$ cat config.mk
export PLATFORM = sky130hd
export DESIGN_NAME = stage_sequencer
export DESIGN_NICKNAME = d
export VERILOG_FILES = /design/src/rtl/stage_sequencer.sv
export SDC_FILE = /design/constraint.sdc
export NUM_CORES = 1
export LEC_CHECK = 0
export CAP_MARGIN = 25
export CELL_PAD_IN_SITES_DETAIL_PLACEMENT = 1
export CELL_PAD_IN_SITES_GLOBAL_PLACEMENT = 2
export CORE_UTILIZATION = 23
export DETAILED_ROUTE_END_ITERATION = 10
export PLACE_DENSITY_LB_ADDON = 0.1
export SYNTH_ARGS = -nofsm -noshare
export SYNTH_HDL_FRONTEND = slang
export SYNTH_SLANG_ARGS = --single-unit
$ cat constraint.sdc
create_clock -name soc_clk -period 1.8 [get_ports soc_clk]
set_input_delay 0.36 -clock soc_clk [delete_from_list [all_inputs] [get_ports soc_clk]]
set_output_delay 0.36 -clock soc_clk [all_outputs]
set_load 0.02 [all_outputs]
$ cat src/rtl/stage_sequencer.sv
// Stage sequencer: steps the IDU through fetch / decode-type / decode-specific / execute,
// runs the instruction-fetch handshake, starts the CU and waits for its completion.
// Optional build macro PERF_COUNTERS_EN adds cycle_count and instret outputs.
module stage_sequencer #(
  parameter int unsigned          TIMEOUT_W   = 8,
  parameter logic [TIMEOUT_W-1:0] TIMEOUT_MAX = {TIMEOUT_W{1'b1}}
) (
  input  logic        soc_clk,
  input  logic        SEQ_reset,
  input  logic        run,
  output logic        imem_req,
  input  logic        imem_ack,
  input  logic [31:0] instr_in,
  output logic [31:0] instruction,
  output logic [1:0]  stage_counter,
  output logic        idu_flush,
  input  logic [5:0]  instruction_to_cu,
  input  logic        invalid_instruction,
  output logic        cu_start,
  input  logic        cu_done,
  input  logic        redirect,
  output logic        halted,
  output logic        fault,
  output logic [1:0]  fault_code
`ifdef PERF_COUNTERS_EN
  ,
  output logic [31:0] cycle_count,
  output logic [31:0] instret
`endif
);

  // StExec is the single EXEC entry cycle; StWait is the rest of EXEC (both show stage 3).
  localparam logic [2:0] StIdle  = 3'd0;
  localparam logic [2:0] StFetch = 3'd1;
  localparam logic [2:0] StDec1  = 3'd2;
  localparam logic [2:0] StDec2  = 3'd3;
  localparam logic [2:0] StExec  = 3'd4;
  localparam logic [2:0] StWait  = 3'd5;
  localparam logic [2:0] StHalt  = 3'd6;
  localparam logic [2:0] StFault = 3'd7;

  localparam logic [5:0] OpEcall  = 6'd39;
  localparam logic [5:0] OpEbreak = 6'd40;

  logic [2:0]           state_q, state_d;
  logic [TIMEOUT_W-1:0] wait_q, wait_d;
  logic [31:0]          instr_q, instr_d;
  logic [1:0]           code_q, code_d;
  logic                 flush_q, flush_d;
  logic                 start;

  // Next-state, wait counter and fetch latch
  always_comb begin
    state_d = state_q;
    wait_d  = wait_q;
    instr_d = instr_q;
    code_d  = code_q;
    flush_d = 1'b0;
    start   = 1'b0;
    case (state_q)
      StIdle: begin
        if (run) begin
          state_d = StFetch;
          wait_d  = '0;
        end
      end
      StFetch: begin
        // A late ack still wins over the timeout in the same cycle
        if (imem_ack) begin
          instr_d = instr_in;
          state_d = StDec1;
        end else if (wait_q == TIMEOUT_MAX) begin
          state_d = StFault;
          code_d  = 2'b10;
        end else begin
          wait_d = wait_q + 1'b1;
        end
      end
      StDec1: state_d = StDec2;
      StDec2: state_d = StExec;
      StExec: begin
        wait_d = '0;
        if (invalid_instruction) begin
          state_d = StFault;
          code_d  = 2'b01;
        end else if (instruction_to_cu == OpEcall || instruction_to_cu == OpEbreak) begin
          state_d = StHalt;
        end else begin
          start   = 1'b1;
          state_d = StWait;
        end
      end
      StWait: begin
        if (cu_done) begin
          flush_d = redirect;
          wait_d  = '0;
          state_d = run ? StFetch : StIdle;
        end else if (wait_q == TIMEOUT_MAX) begin
          state_d = StFault;
          code_d  = 2'b11;
        end else begin
          wait_d = wait_q + 1'b1;
        end
      end
      StHalt, StFault: ;
      default: state_d = StIdle;
    endcase
  end

  // State registers; reset overrides any ack/done seen in the same cycle
  always_ff @(posedge soc_clk) begin
    if (SEQ_reset) begin
      state_q <= StIdle;
      wait_q  <= '0;
      instr_q <= '0;
      code_q  <= 2'b00;
      flush_q <= 1'b1;
    end else begin
      state_q <= state_d;
      wait_q  <= wait_d;
      instr_q <= instr_d;
      code_q  <= code_d;
      flush_q <= flush_d;
    end
  end

  // Output decode from the current state
  always_comb begin
    case (state_q)
      StFetch: stage_counter = 2'd0;
      StDec1:  stage_counter = 2'd1;
      StDec2:  stage_counter = 2'd2;
      default: stage_counter = 2'd3;
    endcase
  end

  assign imem_req    = (state_q == StFetch);
  assign cu_start    = start;
  assign instruction = instr_q;
  assign idu_flush   = flush_q;
  assign halted      = (state_q == StHalt);
  assign fault       = (state_q == StFault);
  assign fault_code  = code_q;

`ifdef PERF_COUNTERS_EN
  logic [31:0] cycle_q, instret_q;

  // Active-cycle and retired-instruction counters, free-running with wrap
  always_ff @(posedge soc_clk) begin
    if (SEQ_reset) begin
      cycle_q   <= '0;
      instret_q <= '0;
    end else begin
      if (state_q != StIdle && state_q != StHalt && state_q != StFault) begin
        cycle_q <= cycle_q + 32'd1;
      end
      if (state_q == StWait && cu_done) begin
        instret_q <= instret_q + 32'd1;
      end
    end
  end

  assign cycle_count = cycle_q;
  assign instret     = instret_q;
`endif

endmodule

==> results of run 1 <==
synthesized netlist by cell type (2+ instances only):
library cell / number / share of area
nand2_1: 74 / 0.13
dfxtp_1: 46 / 0.44
a21oi_1: 37 / 0.089
o21ai_0: 10 / 0.024
buf_2: 8 / 0.019
nor2b_1: 8 / 0.024
clkbuf_1: 7 / 0.013
nor2_1: 7 / 0.013
and3_1: 5 / 0.015
inv_1: 5 / 0.0090
nand3_1: 5 / 0.012
buf_4: 4 / 0.014
nand2b_1: 4 / 0.012
nor3_1: 4 / 0.0096
a211oi_1: 3 / 0.011
a31oi_1: 3 / 0.0090
a32o_1: 2 / 0.0096
a41oi_1: 2 / 0.0084
and2_1: 2 / 0.0060
mux2i_1: 2 / 0.0096
nor4b_1: 2 / 0.0084
o21a_1: 2 / 0.0072
o41ai_1: 2 / 0.0084
cell type report:
class / instances / area (um2)
Inverter: 5 / 18.8
Multi-Input combinational cell: 193 / 1110
Clock buffer: 5 / 68.8
Sequential cell: 46 / 926
Fill cell: 1036 / 5330
Clock inverter: 3 / 43.8
Timing Repair Buffer: 121 / 1130
Tap cell: 108 / 135
metal layers:
metal	vias to the layer above	GRT usage	routed length (um)
li1	1121	-	-
met1	1055	0.200	3370
met2	50	0.248	3190
met3	5	0.0245	272
met4	0	0.0362	61
met5	-	0	0
through the flow:
stage,TNS [ps],instance area [um2],cells
after global routing,0,3440,481
final,0,3440,481
after global placement,-4120,3260,471
after CTS,-212,3370,480
after detailed placement,-3560,3260,471
after floorplan,0,2100,264
flip-flops by register name (all words and copies together) (netlist names):
register     cells
fault_code       2
state_q          3
wait_q           8
instruction     32
idu_flush        1
power breakdown:
group,switching (mW),internal (mW),total (mW)
sequential,0.0229,1.06,1.08
clock,0.394,0.417,0.812
combinational,0.244,0.273,0.518
total,0.662,1.75,2.41
what timing repair did:
item / in CTS / in global routing
buffers inserted: 1 / 1
resized for setup: 13 / 17
setup endpoints to repair: 6 / 7
pin swaps: 1 / 4
worst max-delay path: cells and delay by family:
kind,cells,cell delay [ps]
buf+inv,2,680
simple gates,2,320
worst min path at each step:
stage,to,slack (ps),cells past startpoint
floorplan,wait_q[3]$_SDFFE_PP0P_,470,2
global placement,instruction[22]$_SDFFE_PP0P_,440,2
detailed placement,instruction[27]$_SDFFE_PP0P_,450,2
CTS,instruction[27]$_SDFFE_PP0P_,460,2
global route,fault_code[0]$_SDFFE_PP0P_,480,2
finish,instruction[28]$_SDFFE_PP0P_,460,2
cell families after synthesis:
family          Yosys count
fa+ha+maj                 1
mux                       2
compound gates           72
buf+inv                  25
flops                    46
simple gates            117
xor+xnor                  1
==> key figures, run 1 <==
Synth
  – Synth Area in Simple Gates: 0.258
  – Synth cell types: between 40 and 50
  – Mux share of post-synthesis cell area: 0.00958
  – Ys Warns: 0
  – Largest family of logic cells by synthesized area: simple AND/OR/NAND/NOR gates
  – Seq/Total Area, Yosys: 0.440
  – Flops & latches, synth: 46
  – Xor/xnor cell area share of the yosys netlist: 0.00419
  – Syn Inst Count: 264
  – Ys async rst share: 0
  – Syn_nets: slightly above 300
  – Synth Area in Adders: 0.00598
  – Synth Cell Area: roughly 2100 um2
  – Avg Cell Area, Syn: 7.92 um2
  – Synth Flop Type: dfxtp_1
  – Number of synthesized flops with an enable pin: 0
  – Synth Area in Compound Gates: 0.221

Clocking
  – Clock sinks: 46
  – CTS root buffer: clkbuf_8
  – CTS tree: built
  – Hold buffers post-CTS: 0
  – Inserted Clock Buffers: 5
  – Htree depth: 2
  – Clock Latency Late Sink: just over 300 ps
  – Clock slew at reported path FFs: roughly 90 ps
  – CTS max path bufs: 2

Global route
  – GRT Resource Usage Total: 0.149
  – Largest net degree at the start of global routing: 32
  – Initial antenna violation count: 0
  – Number of global-route vias before repair: 2245
  – Global-route wire length before repair: approximately 11000 um
  – Grt ovf: 0

Final layout
  – Commonest non-fill, non-tap cell in the layout: clkdlybuf4s50_1
  – Area growth, synth to finish: 64.3%
  – ANT cells: 0
  – Layout cells sized above 1: 0.158
  – Commonest cells after routing, fill and taps aside: clkdlybuf4s50_1, nand2_1, dfxtp_1
  – Post-layout util: 0.392
  – Nets: 418

Power and ir drop
  – Power density over the cells: 702 nW/um2
  – Overall Power: between 2 and 2.5 mW
  – Peak supply drop: ~260 uV
  – Leak: 1.27 nW

STA
  – Setup WS post-layout: 78.7 ps
  – Max-slew headroom: 0.721
  – Worst Tran Pin Value: ~410 ps
  – Count of final hold-check violations: 0
  – Min cycle time layout: 1720 ps
  – WHS: 459 ps
  – Max Slew Vio Count: 0
  – Layout Skew: 14.8 ps
  – Part of the cycle the worst path needs: 0.956
  – Fmax: 0.581 GHz
  – # setup viols final: 0
  – RSZ-0062 raised after global routing: no

Critical path
  – CP Class: input pin to output port
  – Critical R2R Launch: wait_q[0]$_SDFFE_PP0P_
  – Worst-path maximum fanout: 2
  – CP max-delay cell: clkdlybuf4s50_1
  – Cell chain of the critical path: clkdlybuf4s50_1, nor3_2, nor4b_2, buf_4
  – Arr. time, crit path: 1360 ps
  – Nature of the critical path startpoint: input pin
  – Critical Path Sink Type: output port
  – CP required: 1440 ps
  – Setup slack, reg-to-reg: 130 ps
  – RR Endpoint: wait_q[1]$_SDFFE_PP0P_
  – CP startpoint: instruction_to_cu[4]
  – Worst setup path endpoint: cu_start
  – FF-to-FF path depth: 6
  – Slowest cell delay on critical path: 500 ps

Die
  – Starting Density: 0.239
  – # IOs: 86
  – Die ar.: 9480 um2
  – Die H: 97.3 um
  – Core area: 8760 um2
  – Die Wd: 97.3 um
  – Row count: 34

Detailed routing
  – Vias/cell: 4.64
  – Routed WL: roughly 6900 um
  – Pre-Repair DR Iteration Count: 4
  – Vias: 2231
  – First-iteration detailed-routing DRC count: 53
  – # DRC: 0
  – Wire length per cell: 14.3 um
  – Antenna-violating nets left: 0

Worst hold path
  – Worst hold start: instruction[28]$_SDFFE_PP0P_
  – Hold Crit Class: register to register

Placement
  – Gpl congestion: 0.799
  – Pre-CTS WS: -693 ps
  – PortBufs: 85
  – Final HPWL DP: 5130 um

Run status
  – Status: completed

Run
  – Max_cap viols: 0
(Power assumes the default switching activity.)
==> inputs of run 2 (changes only) <==
Settings changed: CORE_MARGIN from default to 4, MAX_ROUTING_LAYER from default to met4, PLACE_DENSITY from default to 0.87, PLACE_DENSITY_LB_ADDON 0.1 to default.
==> run 2 against run 1 <==
Worst setup slack got worse by 17 ps. Register-to-register slack barely moved. Sequential share of layout area grew 0.58 points. Via count up 0.27%. Cell count fell by 0.83%. Combinational power fell by 4%. Non-clock buffer count decreased by 4. Die area up 13%. Routed wire length down 0.20%. Critical path type unchanged. Critical endpoint unchanged. Largest power group unchanged.
==> key figures, run 2 (synthesis gave the netlist of run 1 again) <==
Critical path
  – Worst-path maximum fanout: 2 (unchanged)
  – Critical R2R Launch: wait_q[0]$_SDFFE_PP0P_
  – Slowest cell delay on critical path: 250 ps (-250 ps)
  – CP Class: input pin to output port
  – Arr. time, crit path: 1380 ps (+20 ps)
  – RR Endpoint: wait_q[1]$_SDFFE_PP0P_
  – Setup slack, reg-to-reg: 130 ps (about the same)
  – CP max-delay cell: nor4b_2
  – Crit path buf inv count: 2 (unchanged)
  – Nature of the critical path startpoint: input pin
  – CP required: 1440 ps (about the same)
  – Critical Path Sink Type: output port
  – Cell chain of the critical path: dlymetal6s2s_1, nor2b_1, a31oi_1, nor3_1, nor4b_2, buf_4
  – Top Family by Delay on Critical Path: simple AND/OR/NAND/NOR gates
  – FF-to-FF path depth: 5 (-1)

STA
  – Final setup TNS: 0 ps (unchanged)
  – Layout Skew: 8.79 ps (-5.97 ps)
  – Max Slew Vio Count: 0 (unchanged)
  – RSZ-0062 raised after global routing: no
  – Worst Tran Pin Value: 392 ps (-20.4 ps)
  – Part of the cycle the worst path needs: 0.966 (+0.00930)
  – # setup viols final: 0 (unchanged)
  – Count of final hold-check violations: 0 (unchanged)
  – Min cycle time layout: 1740 ps (+16.7 ps)
  – Max-slew headroom: 0.738 (+0.0168)
  – Fmax: 0.575 GHz (-0.96%)

Detailed routing
  – Wire length per cell: 14.4 um (+0.63%)
  – Routed WL: 6880 um (-0.20%)
  – First-iteration detailed-routing DRC count: 22 (-58%)
  – Antenna-violating nets left: 0 (unchanged)
  – Pre-Repair DR Iteration Count: 5 (+1)
  – # DRC: 0 (unchanged)
  – Vias: 2237 (+0.27%)
  – Vias/cell: 4.69 (+1.1%)

Clocking
  – Clock slew at reported path FFs: 90 ps (about the same)
  – CTS root buffer: clkbuf_8
  – Hold buffers post-CTS: 0 (unchanged)
  – CTS tree: built
  – Clock sinks: 46 (unchanged)
  – Inserted Clock Buffers: 5 (unchanged)
  – Htree depth: 2 (unchanged)
  – CTS max path bufs: 2 (unchanged)
  – Clock Latency Late Sink: 300 ps (about the same)

Die
  – Row count: 34 (unchanged)
  – Die Wd: 103 um (+6.2%)
  – # IOs: 86 (unchanged)
  – Core area: 8760 um2 (unchanged)
  – Die H: 103 um (+6.2%)
  – Die ar.: 10700 um2 (+13%)
  – Starting Density: 0.239 (unchanged)

Worst hold path
  – Min-Delay Path Depth: 2 (unchanged)
  – Hold endpoint: instruction[17]$_SDFFE_PP0P_
  – Hold Crit Class: register to register
  – Worst hold start: instruction[17]$_SDFFE_PP0P_

Final layout
  – ANT cells: 0 (unchanged)
  – Area growth, synth to finish: 60.9%
  – Non-Filler Instances: 477 (-0.83%)
  – Commonest cells after routing, fill and taps aside: clkdlybuf4s50_1, nand2_1, dfxtp_1
  – Nets: 414 (-0.96%)
  – Layout cells sized above 1: 0.144 (-0.0145)
  – Max FFs per register: 32 (unchanged)
  – Commonest non-fill, non-tap cell in the layout: clkdlybuf4s50_1

Power and ir drop
  – Clock power frac: 0.333 (-0.004)
  – Switching pwr: 0.636 mW (-3.9%)
  – Power density over the cells: 706 nW/um2 (+0.57%)
  – Sw frac: 0.268 (-0.00650)
  – Overall Power: 2.37 mW (-1.5%)
  – Pint: 1.74 mW (-0.67%)
  – Peak supply drop: 253 uV (-2.1%)
  – Reg power frac: 0.456 (+0.007)
  – Leak: 1.25 nW (-1.9%)
  – Combinational power share: 0.210 (-0.005)

Placement
  – Final HPWL DP: 5270 um (+2.6%)
  – PortBufs: 85 (unchanged)
  – Placed Cells: 468 (-0.64%)
  – Gpl congestion: 0.810 (+1.4%)

Run status
  – Status: completed

Global route
  – GRT Resource Usage Total: 0.133 (-0.0157)
  – Number of global-route vias before repair: 2312 (+3.0%)
  – Global-route wire length before repair: 11000 um (-3.6%)
  – Grt ovf: 0 (unchanged)
  – Largest net degree at the start of global routing: 21 (-34%)
  – Initial antenna violation count: 0 (unchanged)

Run
  – Max_cap viols: 0 (unchanged)
[run 2: worst max-delay path by stage]
stage | startpoint | to | cells past startpoint
3_3_place_gp | instruction_to_cu[2] | cu_start | 6
6_report | instruction_to_cu[2] | cu_start | 6
4_1_cts | instruction_to_cu[3] | cu_start | 6
3_5_place_dp | instruction_to_cu[2] | cu_start | 6
5_1_grt | state_q[0]$_SDFFE_PP0P_ | fault | 3
2_1_floorplan | state_q[0]$_SDFFE_PP0P_ | cu_start | 4
[run 2: final cells by class]
type	count	area, um2
clock buffer	5	68.8
clock inverter	3	43.8
fill	1055	5400
inverter	5	18.8
multi-input combinational	193	1080
sequential	46	926
tap	108	135
timing repair buffer	117	1090
[run 2: what timing repair did]
| item | CTS | global route |
|---|---|---|
| pin swaps | 1 | 3 |
| setup endpoints to repair | 6 | 11 |
| cloned | 0 | 0 |
| buffers inserted | 0 | 1 |
| gates resized for setup | 17 | 11 |
[run 2: layer usage]
layer	part of all wire	track usage
met1	0.43	0.157
met2	0.49	0.231
met3	0.056	0.0295
met4	0.019	0.0279
met5	0	-
[run 2: worst min-delay path: stages, from the launching register on]
cell and delay, ps:
dfxtp_1 320, nand2_1 50, a21oi_1 50
[run 2: power by group through the flow]
stage | logic, mW | clock network, mW | registers (mW)
after global placement | 0.498 | 0 | 1.11
after global routing | 0.546 | 0.874 | 1.09
after CTS | 0.504 | 0.833 | 1.08
after floorplan | 0.187 | 0 | 1.14
final | 0.499 | 0.791 | 1.08
after detailed placement | 0.504 | 0 | 1.11
[run 2: metrics by stage]
stage | hold slack, ps | utilization | setup slack [ps] | cell area [um2]
global placement | 441 | 0.368 | -601 | 3220
detailed placement | 447 | 0.368 | -650 | 3220
finish | 457 | 0.384 | 61.9 | 3360
floorplan | 469 | - | 188 | 2100
global route | 478 | 0.384 | 4.75 | 3360
CTS | 460 | 0.381 | -202 | 3340
==> inputs of run 3 (changes only) <==
Settings changed: ABC_CLOCK_PERIOD_IN_PS from default to 1800.
==> results of run 3 <==
Final layout, timing and power as in run 2 (identical DEF).
